--- config.mk ---
export PLATFORM = sky130hd
export DESIGN_NAME = coin_acceptor
export DESIGN_NICKNAME = d
export VERILOG_FILES = /design/src/rtl/vend_pkg.sv /design/src/rtl/coin_debounce.sv /design/src/rtl/coin_acceptor.sv
export SDC_FILE = /design/constraint.sdc
export NUM_CORES = 1
export LEC_CHECK = 0
export ABC_AREA = 1
export BUFFER_PORTS_ARGS = -buffer_cell sky130_fd_sc_hd__buf_2
export CORE_MARGIN = 2
export CORE_UTILIZATION = 55
export CTS_CLUSTER_DIAMETER = 120
export DETAILED_ROUTE_END_ITERATION = 16
export GPL_TIMING_DRIVEN = 0
export PLACE_DENSITY = 0.74
export SETUP_SLACK_MARGIN = 0.05
export SYNTH_ARGS = -nofsm -noshare
export SYNTH_HDL_FRONTEND = slang
export SYNTH_HIERARCHICAL = 1
export SYNTH_SLANG_ARGS = --single-unit
--- constraint.sdc ---
create_clock -name Clk -period 1.26 [get_ports Clk]
set_input_delay 0.063 -clock Clk [delete_from_list [all_inputs] [get_ports Clk]]
set_output_delay 0.063 -clock Clk [all_outputs]
set_load 0.03 [all_outputs]
--- src/rtl/vend_pkg.sv ---
// vend_pkg: coin codes, buffer states and debounce defaults shared by the coin
// acceptor and the vending FSM.
package vend_pkg;
  localparam logic [1:0] COIN_NONE = 2'b00;
  localparam logic [1:0] COIN_1 = 2'b01;
  localparam logic [1:0] COIN_2 = 2'b10;
  localparam logic [1:0] COIN_3 = 2'b11;
  localparam int DEB_CYCLES_DEF = 4;
  localparam int CNT_W_DEF = 3;
  typedef enum logic {EMPTY, FULL} buf_state_e;
  function automatic logic [1:0] coin_of(input logic [2:0] ev);
    return ev[0] ? COIN_1 : ev[1] ? COIN_2 : ev[2] ? COIN_3 : COIN_NONE;
  endfunction
  function automatic logic multi_of(input logic [2:0] ev);
    return (ev[0] & ev[1]) | (ev[0] & ev[2]) | (ev[1] & ev[2]);
  endfunction
endpackage

--- src/rtl/coin_debounce.sv ---
// coin_debounce: one sensor line -- two-flop synchroniser, counting debouncer
// and a one-cycle pulse on each debounced rising edge.
module coin_debounce #(
  parameter int DEB_CYCLES = 4,
  parameter int CNT_W = 3
) (
  input  logic Clk,
  input  logic Reset,
  input  logic raw,
  output logic rise
);
  logic meta_q, s_q, stable_q, stable_d, prev_q;
  logic [CNT_W-1:0] cnt_q, cnt_d;
  always_comb begin
    cnt_d = '0;
    stable_d = stable_q;
    if (s_q != stable_q) begin
      if (cnt_q == CNT_W'(DEB_CYCLES - 1)) stable_d = s_q;
      else cnt_d = cnt_q + CNT_W'(1);
    end
  end
  always_ff @(posedge Clk or negedge Reset) begin
    if (!Reset) begin
      meta_q <= 1'b0;
      s_q <= 1'b0;
      stable_q <= 1'b0;
      prev_q <= 1'b0;
      cnt_q <= '0;
    end else begin
      meta_q <= raw;
      s_q <= meta_q;
      stable_q <= stable_d;
      prev_q <= stable_q;
      cnt_q <= cnt_d;
    end
  end
  assign rise = stable_q & ~prev_q;
endmodule

--- src/rtl/coin_acceptor.sv ---
// coin_acceptor: conditions three coin sensors, encodes accepted coins as
// one-cycle codes and holds one coin while the vending FSM is busy.
module coin_acceptor
  import vend_pkg::*;
#(
  parameter int DEB_CYCLES = DEB_CYCLES_DEF,
  parameter int CNT_W = CNT_W_DEF
) (
  input  logic       Clk,
  input  logic       Reset,
  input  logic [2:0] Sense,
  input  logic       Busy,
  output logic [1:0] Code,
  output logic       Reject,
  output logic       Pending
);
  logic [2:0] ev;
  logic [1:0] coin, held_q, held_d, code_q, code_d;
  logic multi, single, blocked, rej_q, rej_d;
  buf_state_e state_q, state_d;
  for (genvar i = 0; i < 3; i++) begin : g_deb
    coin_debounce #(.DEB_CYCLES(DEB_CYCLES), .CNT_W(CNT_W)) u_deb (
      .Clk(Clk), .Reset(Reset), .raw(Sense[i]), .rise(ev[i])
    );
  end
  assign coin = coin_of(ev);
  assign multi = multi_of(ev);
  assign single = |ev & ~multi;
  // The cycle after any code is treated like Busy so codes never touch.
  assign blocked = Busy | (code_q != COIN_NONE);
  always_comb begin
    state_d = state_q;
    held_d = held_q;
    code_d = COIN_NONE;
    rej_d = multi;
    if (state_q == FULL && !blocked) begin
      code_d = held_q;
      state_d = single ? FULL : EMPTY;
      held_d = single ? coin : held_q;
    end else if (state_q == FULL) begin
      rej_d = multi | single;
    end else if (single) begin
      state_d = blocked ? FULL : EMPTY;
      held_d = blocked ? coin : held_q;
      code_d = blocked ? COIN_NONE : coin;
    end
  end
  always_ff @(posedge Clk or negedge Reset) begin
    if (!Reset) begin
      state_q <= EMPTY;
      held_q <= COIN_NONE;
      code_q <= COIN_NONE;
      rej_q <= 1'b0;
    end else begin
      state_q <= state_d;
      held_q <= held_d;
      code_q <= code_d;
      rej_q <= rej_d;
    end
  end
  assign Code = code_q;
  assign Reject = rej_q;
  assign Pending = (state_q == FULL);
endmodule
==> metrics.txt, run 1 <==
run status complete, no violations; final core occ 72.8%; # nets final 165; Setup violations, final 0; Slowest Stage Delay on Critical Path approximately 440 ps; most common cell type on the critical path nand2_1; WL final around 1800 um; Max-Slew Margin vs Limit 61.3%; CP Launch Type flop; worst skew pair latency 310 ps; list of cells traversed by the critical path nor2_4, nand2_2, inv_2, ha_4, inv_4, nand3_2, nand2_1, nand2_1; buffer levels on the longest clock path 2; sequential share of the synthesized area 58.9%; Fmax 839 MHz; Post-Synth XOR/XNOR Area 0%; worst-path maximum fanout 3; largest net degree at the start of global routing 28; starting density of the core 58.5%; wire length of the first global-routing pass 3130 um; Slowest-stage cell, CP dfrtp_2; worst IR drop on VDD 1260 uV; warnings from Yosys 6; share of cell area taken by muxes after synthesis 0%; share of synthesized cell area in and, or, nand and nor gates 28.1%; TritonCTS buffer count 3; clock-pin slew of the registers on the worst-case setup and hold paths approximately 130 ps; total area of multi-input combinational cells 455 sq um; synthesized cell area 0.00115 sq mm; die height 49.7 um; Hold Fails Final Rpt 0; number of flip-flops and latches in the synthesized netlist 27; diodes inserted 0; Place WS 24.1 ps; Max Transition Viols Final 0; arithmetic-cell share of the synthesized area counting full adders, half adders and majority gates 4.36%; distinct cell type count after synthesis 12; setup repair after global routing missed its margin true; syn nets around 140; Cells after Synth 129; P&R area growth vs syn 24.4%; antenna viol nets, final 0; sequential cell area 678 sq um; DRC marker count from the first detailed-route iteration 10; final period demand of the worst path 1190 ps; count of input and output buffers 9; # IOs 10; GRT Overall Usage 16.7%; kind of end point of the critical path flop; Cell Pwr Density 2160 mW/mm^2; via count of the first global-routing pass 790; Chip Width between 40 and 50 um; aggregate global routing overflow 0; depth of the CTS H-tree 1; Critical Setup Path Class reg -> reg; Clock Sinks 27; routed wire length per instance 10.1 um; average vias per placed instance about 4.6; buffers and inverters on the worst path 2; post-synthesis area per instance 8.89 sq um; ratio of cells with drive above 1 in the final layout approximately a third; master cell of the clock root buffer clkbuf_4; Fin Clk Skew 3.08 ps; total vias in the final route 829; total chip power 3.09 mW; CTS tree yes; critical path's top delay family flip-flops; slew at the pin with the worst max-slew slack 580 ps; share of the synthesized area in compound gates (AO/OA/AOI/OAI) ~1.1%; count of fill cells added during filler insertion between 100 and 150; core region area roughly 0.0020 sq mm; die outline area 0.00247 sq mm; placer congestion estimate 0.797; initial antenna violation count 0; combinational family with the most area after synthesis simple AND/OR/NAND/NOR gates; Tcrit/Tclk final 94.6%; smallest setup slack after layout 68.6 ps; Post-Route Hold Slack 262 ps; crit path DAT 1410 ps; class of the worst hold path in -> async; count of max-cap constraint violations 0; DP HPWL approximately 1200 um; number of cell rows 16; setup TNS after final layout 0 ps; 1st-pass router iterations 4; DR DRC count 0; required time reported for the critical path endpoint 1480 ps; reported leakage power 0.761 nW
-- cells in the final DEF (no fill, tap or decap) --
cell,count
nand3_2,2
o21ai_1,1
a21boi_1,1
inv_2,7
clkbuf_4,3
inv_1,15
inv_4,1
dfrtp_2,2
nor2_2,1
dlygate4sd3_1,4
nor2_4,7
nand2_1,33
dfrtp_1,25
ha_4,1
nor2_1,10
nand3_1,9
ha_1,3
buf_2,9
clkbuf_1,1
buf_4,8
nand2_2,11
-- routing by layer --
metal	share of wire, %	up-vias	global-route usage, %
met5	0	-	0
met4	0.66	0	6.94
met3	3.3	2	3.64
met2	51	15	27.6
met1	45	377	21.2
li1	-	435	-
-- metrics by stage --
| step | cell area, sq um | std cells |
|---|---|---|
| after floorplan | 1170 | 129 |
| after global placement | 1250 | 165 |
| after detailed placement | 1250 | 165 |
| after CTS | 1370 | 177 |
| after global routing | 1430 | 181 |
| final | 1430 | 181 |
-- worst register-to-register path: stages, from the launching register on --
cell,delay (ps)
dfrtp_2,440
nor2_4,100
nand2_2,60
inv_2,60
ha_4,190
inv_4,50
nand3_2,70
nand2_1,70
nand2_1,50
-- logic make-up after synthesis --
kind of cell,Yosys count
AO/OA/AOI/OAI,2
adder cells (fa/ha/maj),4
buffers and inverters,23
flip-flops,27
AND/OR/NAND/NOR,73
-- worst paths after layout --
path	from	endpoint	slack, ps	cells past startpoint
min in group Clk	Busy	Reject	350	8
min reg2reg	g_deb[1].u_deb/meta_q	g_deb[1].u_deb/s_q	370	0
max reg2reg	Code[1]	held_q[0]	70	8
max	Code[1]	held_q[0]	70	8
min	Reset	g_deb[2].u_deb/cnt_q[1]	260	2
max in group asynchronous	Reset	Code[1]	580	2
-- power by group --
| part | internal [mW] | switching, mW | total (mW) |
|---|---|---|---|
| clock | 0.124 | 0.228 | 0.352 |
| combinational | 0.590 | 0.852 | 1.44 |
| sequential | 1.12 | 0.175 | 1.30 |
| total | 1.83 | 1.26 | 3.09 |
-- sequential cells by signal, indices dropped and copies added, names as in the netlist --
signal	cells
g_deb.u_deb/stable_q	3
g_deb.u_deb/cnt_q	9
held_q	2
g_deb.u_deb/meta_q	3
Code	2
Pending	1
Reject	1
g_deb.u_deb/s_q	3
g_deb.u_deb/prev_q	3
-- what timing repair did --
action                                  in CTS  in global routing
endpoints found under the setup margin       4                  5
resized for setup                            7                  9
hold endpoints to repair                    30                  0
hold buffers                                 4                  0
buffers inserted                             4                  4
pin swaps                                    5                  6
-- cells in the mapped netlist --
library cell | instances | share of area (%)
a21boi_1 | 1 | 0.65
dfrtp_1 | 27 | 59
ha_1 | 4 | 4.4
inv_1 | 19 | 6.2
inv_2 | 4 | 1.3
nand2_1 | 34 | 11
nand2_2 | 10 | 5.5
nand3_1 | 11 | 4.8
nor2_1 | 16 | 5.2
nor2_2 | 1 | 0.55
nor2_4 | 1 | 0.98
o21ai_0 | 1 | 0.44
-- cell type report --
cell class / instances / area share, %
multi-input combinational: 79 / 31.9
tap: 27 / 2.37
clock buffer: 4 / 1.84
inverter: 23 / 6.22
sequential: 27 / 47.5
timing repair buffer: 21 / 10.2
No activity file was read; power rests on OpenSTA's default activity.
==> run 2, diff against run 1 <==
==> constraint.sdc (replaced) <==
create_clock -name Clk -period 1.5 [get_ports Clk]
set_input_delay 0.075 -clock Clk [delete_from_list [all_inputs] [get_ports Clk]]
set_output_delay 0.075 -clock Clk [all_outputs]
set_load 0.03 [all_outputs]
==> run 2 against run 1 <==
  * Via count is 1.7% lower
  * Sequential share of layout area is 4.7 points higher
  * Non-clock buffer count is 8 lower
  * Hold slack worse by 140 ps
  * Routed wire length is 13% lower
  * Final area is 9.3% lower
  * Clock power is 15% lower
  * Flip-flop and latch count stayed put
  * Critical path depth stayed put
  * Core utilization is 6.8 points lower
  * Fmax is 8.3% lower
==> metrics.txt, run 2 (same netlist as run 1, synthesis figures left out) <==
antenna viol nets, final 0; sequential cell area 676 sq um; routed wire length per instance 9.14 um; post-CTS setup repair buffer count 0; max reg flops 9; Cell Pwr Density 1750 mW/mm^2; total area of multi-input combinational cells around 390 sq um; commonest non-fill, non-tap cells in the layout nand2_1, dfrtp_1, inv_1; DRC marker count from the first detailed-route iteration 3; WL final 1580 um; launch point of the critical path g_deb[2].u_deb/stable_q; placer congestion estimate 0.832; die outline area between 0.002 and 0.0025 sq mm; Fin Clk Skew 2.55 ps; Fmax 769 MHz; master cell of the clock root buffer clkbuf_4; worst IR drop on VDD just under 1000 uV; clock-pin slew of the registers on the worst-case setup and hold paths 130 ps; die height 49.7 um; crit path DAT 1560 ps; reported leakage power 0.717 nW; hold depth 4; final core occ 66.0%; initial antenna violation count 0; core region area 0.00196 sq mm; number of cell rows 16; diodes inserted 0; Clock Sinks 27; Slowest Stage Delay on Critical Path 430 ps; setup repair after global routing missed its margin false; worst-path maximum fanout 4; R2R Setup Slk about 200 ps; GRT Overall Usage 15.1%; P&R area growth vs syn 12.9%; end point of the worst hold path Pending; aggregate global routing overflow 0; 1st-pass router iterations 4; class of the worst hold path in -> reg; final period demand of the worst path 1300 ps; ratio of cells with drive above 1 in the final layout 19.9%; Slowest-stage cell, CP dfrtp_1; starting density of the core 58.5%; worst skew pair latency 310 ps; buffer levels on the longest clock path 2; Tcrit/Tclk final just under 90%; Hold Fails Final Rpt 0; largest net degree at the start of global routing 28; depth of the most critical reg-to-reg path 8; Setup violations, final 0; Max Transition Viols Final 0; depth of the CTS H-tree 1; # IOs 10; # nets final 157; wire length of the first global-routing pass 2770 um; total vias in the final route 815; most flop-heavy register g_deb.u_deb/cnt_q; TritonCTS buffer count 3; Chip Width 49.7 um; Hold Crit Start Busy; required time reported for the critical path endpoint about 1800 ps; count of max-cap constraint violations 0; Reg-to-Reg Start g_deb[2].u_deb/stable_q; slew at the pin with the worst max-slew slack 580 ps; Critical Setup Path Class reg -> reg; setup TNS after final layout 0 ps; CP Launch Type flop; worst reg2reg endpoint held_q[0]; via count of the first global-routing pass around 700; average vias per placed instance around 4.7; Max-Slew Margin vs Limit about three fifths; most frequent standard cell in the layout excluding fill and tap cells nand2_1; DP HPWL 1180 um; run status complete, no violations; count of fill cells added during filler insertion 176; list of cells traversed by the critical path inv_2, nor2_1, nor2_1, nand2_2, inv_2, nor2_4, nand3_1, nand2_1; DR DRC count 0; CTS tree yes; Place WS about 230 ps; count of input and output buffers 9; smallest setup slack after layout about 200 ps; kind of end point of the critical path flop
-- run 2: changes by cell type in the layout (fill, tap and decap cells not counted), moves of 2 or more --
cell,delta
buf_4,-8
dfrtp_1,+2
dfrtp_2,-2
inv_1,+4
inv_2,-3
nand3_1,+2
nand3_2,-2
nor2_1,+5
nor2_4,-6
-- run 2: repair_timing --
item	4_1_cts	5_1_grt
hold endpoints to repair	30	0
endpoints found under the setup margin	0	1
resized for setup	0	1
hold buffers	4	0
-- run 2: critical path: cells and delay by family (launching register included) --
family / cells / cell delay [ps]
buffers and inverters: 2 / 110
AND/OR/NAND/NOR: 6 / 710
flip-flops: 1 / 430
-- run 2: where the power goes --
part,switching [mW],total (mW),internal [mW]
combinational,0.594,0.919,0.325
clock,0.195,0.299,0.104
sequential,0.117,1.05,0.937
total,0.906,2.27,1.37
-- run 2: final cells by class --
class | count | area share, %
Tap cell | 27 | 2.61
Clock buffer | 4 | 2.03
Sequential cell | 27 | 52.2
Multi-Input combinational cell | 79 | 30.0
Inverter | 23 | 6.67
Timing Repair Buffer | 13 | 6.57
-- run 2: layer usage --
metal | track usage (%) | share of wire [%] | vias up
met5 | 0 | 0 | -
met1 | 16.7 | 46 | 381
met2 | 26.9 | 49 | 10
met3 | 3.64 | 2.8 | 4
met4 | 6.94 | 1.6 | 0
li1 | - | - | 420
-- run 2: metrics by stage --
step / cells / power, mW / instance area (sq um) / hold WS (ps)
floorplan: 129 / 1.79 / 1150 / -221
global placement: 165 / 1.94 / 1230 / 99.3
detailed placement: 165 / 1.99 / 1230 / 112
CTS: 173 / 2.31 / 1290 / 118
global route: 173 / 2.49 / 1290 / 119
finish: 173 / 2.27 / 1290 / 126
-- run 2: how the worst max path moves through the flow --
stage | end | slack (ps) | cells after the start
4_1_cts | held_q[0] | 200 | 8
6_report | held_q[0] | 200 | 8
5_1_grt | held_q[0] | 60 | 8
2_1_floorplan | Code[0] | 150 | 9
3_5_place_dp | Code[1] | 230 | 9
3_3_place_gp | Code[1] | 240 | 9
